<file path="src/rtl/mem_arb_pkg.sv">
`default_nettype none
// ============================================================================
// mem_arb_pkg : shared types and sizing helpers for the memory arbiter
// Rev 1.0
// ============================================================================
package mem_arb_pkg;

    typedef enum logic [1:0] {
        OWN_NONE = 2'd0,
        OWN_I    = 2'd1,
        OWN_D    = 2'd2
    } owner_e;

    typedef enum logic [1:0] {
        ST_IDLE  = 2'd0,
        ST_BURST = 2'd1,
        ST_DONE  = 2'd2
    } state_e;

    // A single-beat line still needs a 1-bit beat index.
    function automatic int beat_w(input int line_words);
        return (line_words > 1) ? $clog2(line_words) : 1;
    endfunction

    function automatic int off_w(input int line_words);
        return $clog2(line_words * 4);
    endfunction

    function automatic int cnt_w(input int max_cnt);
        return (max_cnt > 0) ? $clog2(max_cnt + 1) : 1;
    endfunction

endpackage
`default_nettype wire

</file>
<file path="src/rtl/arb_priority.sv">
`default_nettype none
// ============================================================================
// arb_priority : D-first selection with a streak counter that forces I through
// Rev 1.0
// ============================================================================
module arb_priority
    import mem_arb_pkg::*;
#(
    parameter int MAX_D_STREAK = 4
) (
    input  logic clk,
    input  logic rst,
    input  logic i_req,
    input  logic d_req,
    input  logic grant_en,
    output logic pick_i,
    output logic pick_d
);

    localparam int             c_cnt_w = cnt_w(MAX_D_STREAK);
    localparam logic [c_cnt_w-1:0] c_max = c_cnt_w'(MAX_D_STREAK);

    logic [c_cnt_w-1:0] r_streak;
    logic               w_d_ok;

    assign w_d_ok = !i_req || (r_streak < c_max);
    assign pick_d = grant_en && d_req && w_d_ok;
    assign pick_i = grant_en && i_req && !pick_d;

    // Only D grants made while I is waiting extend the streak.
    always_ff @(posedge clk) begin
        if (rst) begin
            r_streak <= '0;
        end else if (pick_d) begin
            if (!i_req) begin
                r_streak <= '0;
            end else if (r_streak != c_max) begin
                r_streak <= r_streak + 1'b1;
            end
        end else if (pick_i) begin
            r_streak <= '0;
        end
    end

endmodule
`default_nettype wire

</file>
<file path="src/rtl/mem_arbiter.sv">
`default_nettype none
// ============================================================================
// mem_arbiter : shares one backing-memory port between I and D line bursts
// Rev 1.0
// ============================================================================
module mem_arbiter
    import mem_arb_pkg::*;
#(
    parameter int ADDR_WIDTH   = 32,
    parameter int DATA_WIDTH   = 32,
    parameter int LINE_WORDS   = 4,
    parameter int MAX_D_STREAK = 4
) (
    input  logic                            clk,
    input  logic                            rst,
    input  logic                            i_req_i,
    input  logic [ADDR_WIDTH-1:0]           i_addr_i,
    output logic                            i_gnt_o,
    output logic                            i_rvalid_o,
    output logic [DATA_WIDTH-1:0]           i_rdata_o,
    output logic                            i_done_o,
    input  logic                            d_req_i,
    input  logic                            d_we_i,
    input  logic [ADDR_WIDTH-1:0]           d_addr_i,
    input  logic [DATA_WIDTH-1:0]           d_wdata_i,
    output logic [beat_w(LINE_WORDS)-1:0]   d_beat_o,
    output logic                            d_gnt_o,
    output logic                            d_rvalid_o,
    output logic [DATA_WIDTH-1:0]           d_rdata_o,
    output logic                            d_done_o,
    output logic                            mem_req_o,
    output logic                            mem_we_o,
    output logic [ADDR_WIDTH-1:0]           mem_addr_o,
    output logic [DATA_WIDTH-1:0]           mem_wdata_o,
    input  logic                            mem_ack_i,
    input  logic [DATA_WIDTH-1:0]           mem_rdata_i,
    output logic                            busy_o
);

    localparam int                    c_beat_w     = beat_w(LINE_WORDS);
    localparam int                    c_off_w      = off_w(LINE_WORDS);
    localparam logic [c_beat_w-1:0]   c_last_beat  = c_beat_w'(LINE_WORDS - 1);
    localparam logic [ADDR_WIDTH-1:0] c_align_mask = ~ADDR_WIDTH'((1 << c_off_w) - 1);

    state_e                  r_state;
    owner_e                  r_owner;
    logic [c_beat_w-1:0]     r_beat;
    logic [ADDR_WIDTH-1:0]   r_base;
    logic                    r_we;
    logic                    r_i_gnt;
    logic                    r_d_gnt;
    logic                    r_i_done;
    logic                    r_d_done;
    logic                    r_busy;

    logic                    w_grant_en;
    logic                    w_pick_i;
    logic                    w_pick_d;
    logic                    w_in_burst;
    logic                    w_rd_beat;
    logic [ADDR_WIDTH-1:0]   w_beat_off;

    assign w_grant_en = (r_state == ST_IDLE);
    assign w_in_burst = (r_state == ST_BURST);
    assign w_rd_beat  = w_in_burst && mem_ack_i && !r_we;
    assign w_beat_off = ADDR_WIDTH'(r_beat) << 2;

    arb_priority #(
        .MAX_D_STREAK (MAX_D_STREAK)
    ) u_arb_priority (
        .clk      (clk),
        .rst      (rst),
        .i_req    (i_req_i),
        .d_req    (d_req_i),
        .grant_en (w_grant_en),
        .pick_i   (w_pick_i),
        .pick_d   (w_pick_d)
    );

    always_ff @(posedge clk) begin
        if (rst) begin
            r_state  <= ST_IDLE;
            r_owner  <= OWN_NONE;
            r_beat   <= '0;
            r_base   <= '0;
            r_we     <= 1'b0;
            r_i_gnt  <= 1'b0;
            r_d_gnt  <= 1'b0;
            r_i_done <= 1'b0;
            r_d_done <= 1'b0;
            r_busy   <= 1'b0;
        end else begin
            r_i_gnt  <= 1'b0;
            r_d_gnt  <= 1'b0;
            r_i_done <= 1'b0;
            r_d_done <= 1'b0;
            case (r_state)
                ST_IDLE: begin
                    if (w_pick_d) begin
                        r_owner <= OWN_D;
                        r_base  <= d_addr_i & c_align_mask;
                        r_we    <= d_we_i;
                        r_d_gnt <= 1'b1;
                        r_busy  <= 1'b1;
                        r_state <= ST_BURST;
                    end else if (w_pick_i) begin
                        r_owner <= OWN_I;
                        r_base  <= i_addr_i & c_align_mask;
                        r_we    <= 1'b0;
                        r_i_gnt <= 1'b1;
                        r_busy  <= 1'b1;
                        r_state <= ST_BURST;
                    end
                end
                ST_BURST: begin
                    if (mem_ack_i) begin
                        if (r_beat == c_last_beat) begin
                            r_beat   <= '0;
                            r_i_done <= (r_owner == OWN_I);
                            r_d_done <= (r_owner == OWN_D);
                            r_state  <= ST_DONE;
                        end else begin
                            r_beat <= r_beat + 1'b1;
                        end
                    end
                end
                ST_DONE: begin
                    r_owner <= OWN_NONE;
                    r_we    <= 1'b0;
                    r_busy  <= 1'b0;
                    r_state <= ST_IDLE;
                end
                default: begin
                    r_state <= ST_IDLE;
                end
            endcase
        end
    end

    assign i_gnt_o     = r_i_gnt;
    assign d_gnt_o     = r_d_gnt;
    assign i_done_o    = r_i_done;
    assign d_done_o    = r_d_done;
    assign busy_o      = r_busy;

    // The memory port is quiet outside BURST so IDLE/DONE never leak stale values.
    assign mem_req_o   = w_in_burst;
    assign mem_we_o    = w_in_burst && r_we;
    assign mem_addr_o  = w_in_burst ? (r_base + w_beat_off) : '0;
    assign mem_wdata_o = w_in_burst ? d_wdata_i : '0;

    assign i_rvalid_o  = w_rd_beat && (r_owner == OWN_I);
    assign i_rdata_o   = i_rvalid_o ? mem_rdata_i : '0;
    assign d_rvalid_o  = w_rd_beat && (r_owner == OWN_D);
    assign d_rdata_o   = d_rvalid_o ? mem_rdata_i : '0;
    assign d_beat_o    = (r_owner == OWN_D) ? r_beat : '0;

endmodule
`default_nettype wire

</file>
<file path="config.mk">
export PLATFORM = sky130hd
export DESIGN_NAME = mem_arbiter
export DESIGN_NICKNAME = d
export VERILOG_FILES = /design/src/rtl/mem_arb_pkg.sv /design/src/rtl/arb_priority.sv /design/src/rtl/mem_arbiter.sv
export SDC_FILE = /design/constraint.sdc
export NUM_CORES = 1
export LEC_CHECK = 0
export BUFFER_PORTS_ARGS = -buffer_cell sky130_fd_sc_hd__buf_2
export CAP_MARGIN = 20
export CORE_AREA = 2 2 105 107
export DETAILED_ROUTE_END_ITERATION = 6
export DIE_AREA = 0 0 107 109
export PLACE_DENSITY = 0.66
export SYNTH_ARGS = -nofsm -noshare
export SYNTH_HDL_FRONTEND = slang
export SYNTH_HIERARCHICAL = 1
export SYNTH_SLANG_ARGS = --single-unit
</file>
<file path="constraint.sdc">
create_clock -name clk -period 5.7 [get_ports clk]
set_input_delay 1.14 -clock clk [delete_from_list [all_inputs] [get_ports clk]]
set_output_delay 1.14 -clock clk [all_outputs]
set_load 0.005 [all_outputs]
</file>
### After elaboration in Yosys (flattened, before gate mapping)

Index checks and enable logic that the tools add are counted.

* add/subtract/negate cells: 3
* magnitude comparators: 1
* eq/ne operators: 10
* mux-type cells: 27
* bitwise logic cells: 4
* reductions and logical operators: 24

Operators by type and width (number)
* $mux 32: 6
* $add 32x4->32: 1
* $mux 2: 7
* $mux 3: 4
* $logic_and 1x1->1: 9
* $ne 3x3->1 const B: 3
* $pmux 2 s2: 2
* $reduce_and 2->1: 4
* $eq 2x2->1 const B: 3
* $mux 1: 6
* $eq 2x1->1 const B: 2
* $not 1->1: 4
* $pmux 1 s2: 2
* $reduce_bool 2->1: 2
* $reduce_or 4->1: 1
* $add 3x1->3 const B: 1
* $logic_not 1->1: 3
* $lt 3x3->1 const B: 1
* $reduce_and 3->1: 1
* $reduce_or 3->1: 1
* $add 2x1->2 const B: 1
* $logic_not 2->1: 1
* $ne 2x1->1 const B: 1
* $ne 2x2->1 const B: 1
* 2 further kinds: 2

* flip-flop bits (word level): 47
* bits of input ports: 134
* logic and storage cells: 80

### Depth between registers and ports, before layout

* depth after elaboration: 8
* mapped depth: 12

### Hierarchy

The synthesis kept the hierarchy.

Modules (own cells, without submodules)
* mem_arbiter: times used 1, cells an instance 332, area an instance 2747.6 sq um, seq. area each 800.8 sq um
* arb_priority: times used 1, cells an instance 21, area an instance 178.9 sq um, seq. area each 60.1 sq um

### Worst setup path after synthesis

Ideal clock, no wire load.

* path kind: input -> output
* start point: in mem_ack_i
* end point: out i_rdata_o[22]
* arrival: 1.877 ns
* data required time: 4.560 ns
* path slack: 2.683 ns
* cell stages on the path: 4
* buffers on the path: 1
* cells stage by stage: nand4bb_1 > nor2_1 > clkbuf_1 > and2_1

* longest elaborated chain between the ends: 4

RTL lines
* start, declared: line mem_arbiter.sv:35 `input logic mem_ack_i,`
* $logic_and 1x1->1 (2 in a row): line mem_arbiter.sv:65 `assign w_rd_beat = w_in_burst && mem_ack_i && !r_we;`
* $logic_and 1x1->1: line mem_arbiter.sv:152 `assign i_rvalid_o = w_rd_beat && (r_owner == OWN_I);`
* named net i_rvalid_o: line mem_arbiter.sv:19 `output logic i_rvalid_o,`
* $mux 32: line mem_arbiter.sv:153 `assign i_rdata_o = i_rvalid_o ? mem_rdata_i : '0;`
* end, declared: line mem_arbiter.sv:20 `output logic [DATA_WIDTH-1:0] i_rdata_o,`

The timed path passes the listed nets, and every way through them passes these cells.

### Worst setup path after layout

* start point: in mem_ack_i
* end point: out i_rdata_o[5]

* longest elaborated chain between the ends: 4

RTL lines (line)
* $logic_and 1x1->1 (2 in a row): mem_arbiter.sv:65
* $logic_and 1x1->1: mem_arbiter.sv:152
* $mux 32: mem_arbiter.sv:153

No other way between the ends.

==> key figures <==
Status
  • Status: completed

Timing
  • Setup TNS Final: 0 ns
  • Layout Skew: 0.01058 ns
  • Max-slew headroom: 31.97%
  • Endpoints failing setup: 0
  • RSZ-0062 raised after global routing: no
  • Fin crit period: 3.218 ns
  • Final hold violation count: 0
  • Final worst-path cycle share: 56.45%
  • Max Slew Vio Count: 0
  • Least-Margin Pin Slew: between 1 and 1.5 ns
  • Fmax: 0.3108 GHz

Layout
  • Finished Layout Cells: 736
  • Most frequent cells in the layout: buf_2, and2_1, dfxtp_1
  • Most common cell after layout, fill and taps aside: buf_2
  • Syn-to-layout area delta: 50.92%
  • Share of post-route cells with drive strength above 1: 50.34%
  • Nets: 732
  • ANT cells: 0

Routing
  • Final wirelength: between 9 and 10 mm
  • Vias per std cell: 4.470
  • Post-route antenna net violation count: 0
  • Post-route DRC violation count: 0
  • Number of DRC markers in iteration 0: 96
  • DR pass1 iterations: 4
  • Vias after detailed routing: ~3.3k
  • Avg WL per Cell: 13.08 um

Floorplan
  • # rows: 38
  • Initial Utilization: 27.60%
  • # IOs: 273
  • Core area: between 10000 and 15000 um2
  • Chip Height: between 100 and 150 um
  • Chip Width: 107 um
  • Die area: 11660 um2

Place
  • Dpl hpwl: 7.271 mm
  • Port Buffer Count: 262
  • Placed Instances: 727
  • Routability cong.: 0.7028

Critical path
  • CP Data Arrival Time: between 2 and 2.5 ns
  • Critical path type: in -> out
  • Max FO, Critical Path: 33
  • Worst setup SP type: input pin
  • Worst EP required: 4.56 ns
  • Critical path endpoint category: primary output

Power and ir drop
  • Switching share of total power: 32.30%
  • Clock power share: 23.2%
  • Sequential share of power: between 40% and 50%
  • Power per cell area: 184.3 nW/um2
  • Cell internal pwr: 0.5511 mW
  • Comb pwr share: about a third
  • Lkg Pwr: approximately 2.4 nW
  • Worst VDD drop: about 0.085 mV
  • Net Sw Power: between 0.2 and 0.3 mW

Synthesis
  • Unique masters post-synth: 34
  • Seq/Total Area, Yosys: 29.41%
  • Post-Syn Instances: ~350
  • Ys Warns: 6
  • Synthesized flop and latch total: 43
  • Syn avg cell area: a little over 8 um2
  • Share of flip-flops with an asynchronous set or reset: 0%
  • Number of synthesized flops with an enable pin: 0
  • Synthesized area: 2927 um2
  • Top FF cell, synth: dfxtp_1

Clock network
  • Clock root cell: clkbuf_8
  • CTS resizes: 0
  • Clock Path Buffers: 2
  • Clk_lat worst skew: between 0.2 and 0.3 ns
  • CTS tree: done
  • Hold-fix buffers, CTS: 0
  • CTS Sinks: 43
  • H-tree lvl count: 2
  • CTS clk-pin slew, worst paths: 0.09 ns
  • Post-CTS setup buffer count: 0
  • CTS buffer count: 5

Global route
  • Vias in the first global route: 3036
  • Largest net degree at the start of global routing: 65
  • First-pass GRT wire length: roughly 14 mm
  • Gr usage total: 14.87%
  • Initial antenna violation count: 0
  • GRT overflow: 0

Job
  • MaxCap Viol Count: 0

Worst hold path
  • Worst hold path class: reg -> reg
registers in the layout (all words and copies together), names as in the netlist:
name	flops
d_gnt_o	1
r_owner	2
r_we	1
r_base	28
r_beat	2
r_state	2
i_gnt_o	1
u_arb_priority/r_streak	3
d_done_o	1
busy_o	1
i_done_o	1
routing by layer:
layer	track usage (%)	vias up	share of wire [%]	wire length, um
li1	-	1662	-	-
met1	18.19	1504	43	4096
met2	27.30	122	51	4871
met3	3.048	2	6.6	634
met4	2.505	0	0.23	22
met5	0	-	0	0
power by group through the flow:
stage	sequential, mW	combinational (mW)	clock [mW]
floorplan	0.350	0.173	0
global placement	0.354	0.265	0
detailed placement	0.356	0.273	0
CTS	0.350	0.274	0.201
global route	0.354	0.305	0.210
finish	0.350	0.275	0.189
area by class of cell:
class | count | area (um2)
timing repair buffer | 269 | 1384
multi-input combinational | 269 | 1886
tap | 140 | 175.2
inverter | 7 | 26.28
fill | 1070 | 6186
clock buffer | 6 | 72.57
clock inverter | 2 | 12.51
sequential | 43 | 860.8
through the flow:
step / hold slack (ns) / util, % / total power, mW / cell area (um2) / worst slack [ns]
6_report: 0.4835 / 41.66 / 0.8141 / 4417 / 2.483
5_1_grt: 0.5331 / 41.66 / 0.8691 / 4417 / 2.397
4_1_cts: 0.4922 / 41.40 / 0.8241 / 4389 / 2.394
3_5_place_dp: 0.4796 / 40.59 / 0.6286 / 4304 / 2.481
3_3_place_gp: 0.4616 / 40.59 / 0.6196 / 4304 / 2.533
2_1_floorplan: 0.4530 / - / 0.5224 / 2930 / 2.683
cell usage after synthesis, types with 2 or more instances:
cell	number	area share, %
clkbuf_1	23	2.9
nand3_1	2	0.34
and2_1	126	27
a211oi_1	9	2.3
mux2i_1	28	9.6
ha_1	3	1.3
buf_4	2	0.51
a21oi_1	36	6.2
nor3_1	4	0.68
inv_1	7	0.90
buf_2	6	1.0
nor2_1	10	1.3
a211oi_2	20	8.6
dfxtp_1	43	29
o21ai_0	2	0.34
buf_6	4	1.5
nand2_1	6	0.77
nand2b_1	5	1.1
o32ai_1	2	0.60
critical path: stages:
cell and delay [ns]:
buf_2 0.12, nand4bb_1 0.14, nor2_1 0.13, buf_4 0.26, and2_1 0.17, buf_2 0.11
logic make-up (layout without fill, tap and decap cells):
logic type | after synthesis | in the layout | synth area share, %
simple gates | 164 | 164 | 33.99
buf+inv | 42 | 284 | 6.926
mux | 28 | 28 | 9.577
fa+ha+maj | 3 | 3 | 1.283
compound gates | 72 | 72 | 18.68
other cells | 1 | 2 | 0.1281
flops | 43 | 43 | 29.41
worst paths after layout:
| check | from | to | depth (start not counted) | slack [ns] |
|---|---|---|---|---|
| max | mem_ack_i | i_rdata_o[5] | 6 | 2.48 |
| min | r_beat[1] | r_beat[1] | 2 | 0.48 |
| max reg2reg | r_state[1] | r_base[8] | 8 | 3.29 |
| min reg2reg | r_beat[1] | r_beat[1] | 2 | 0.48 |
(Power assumes the default switching activity.)
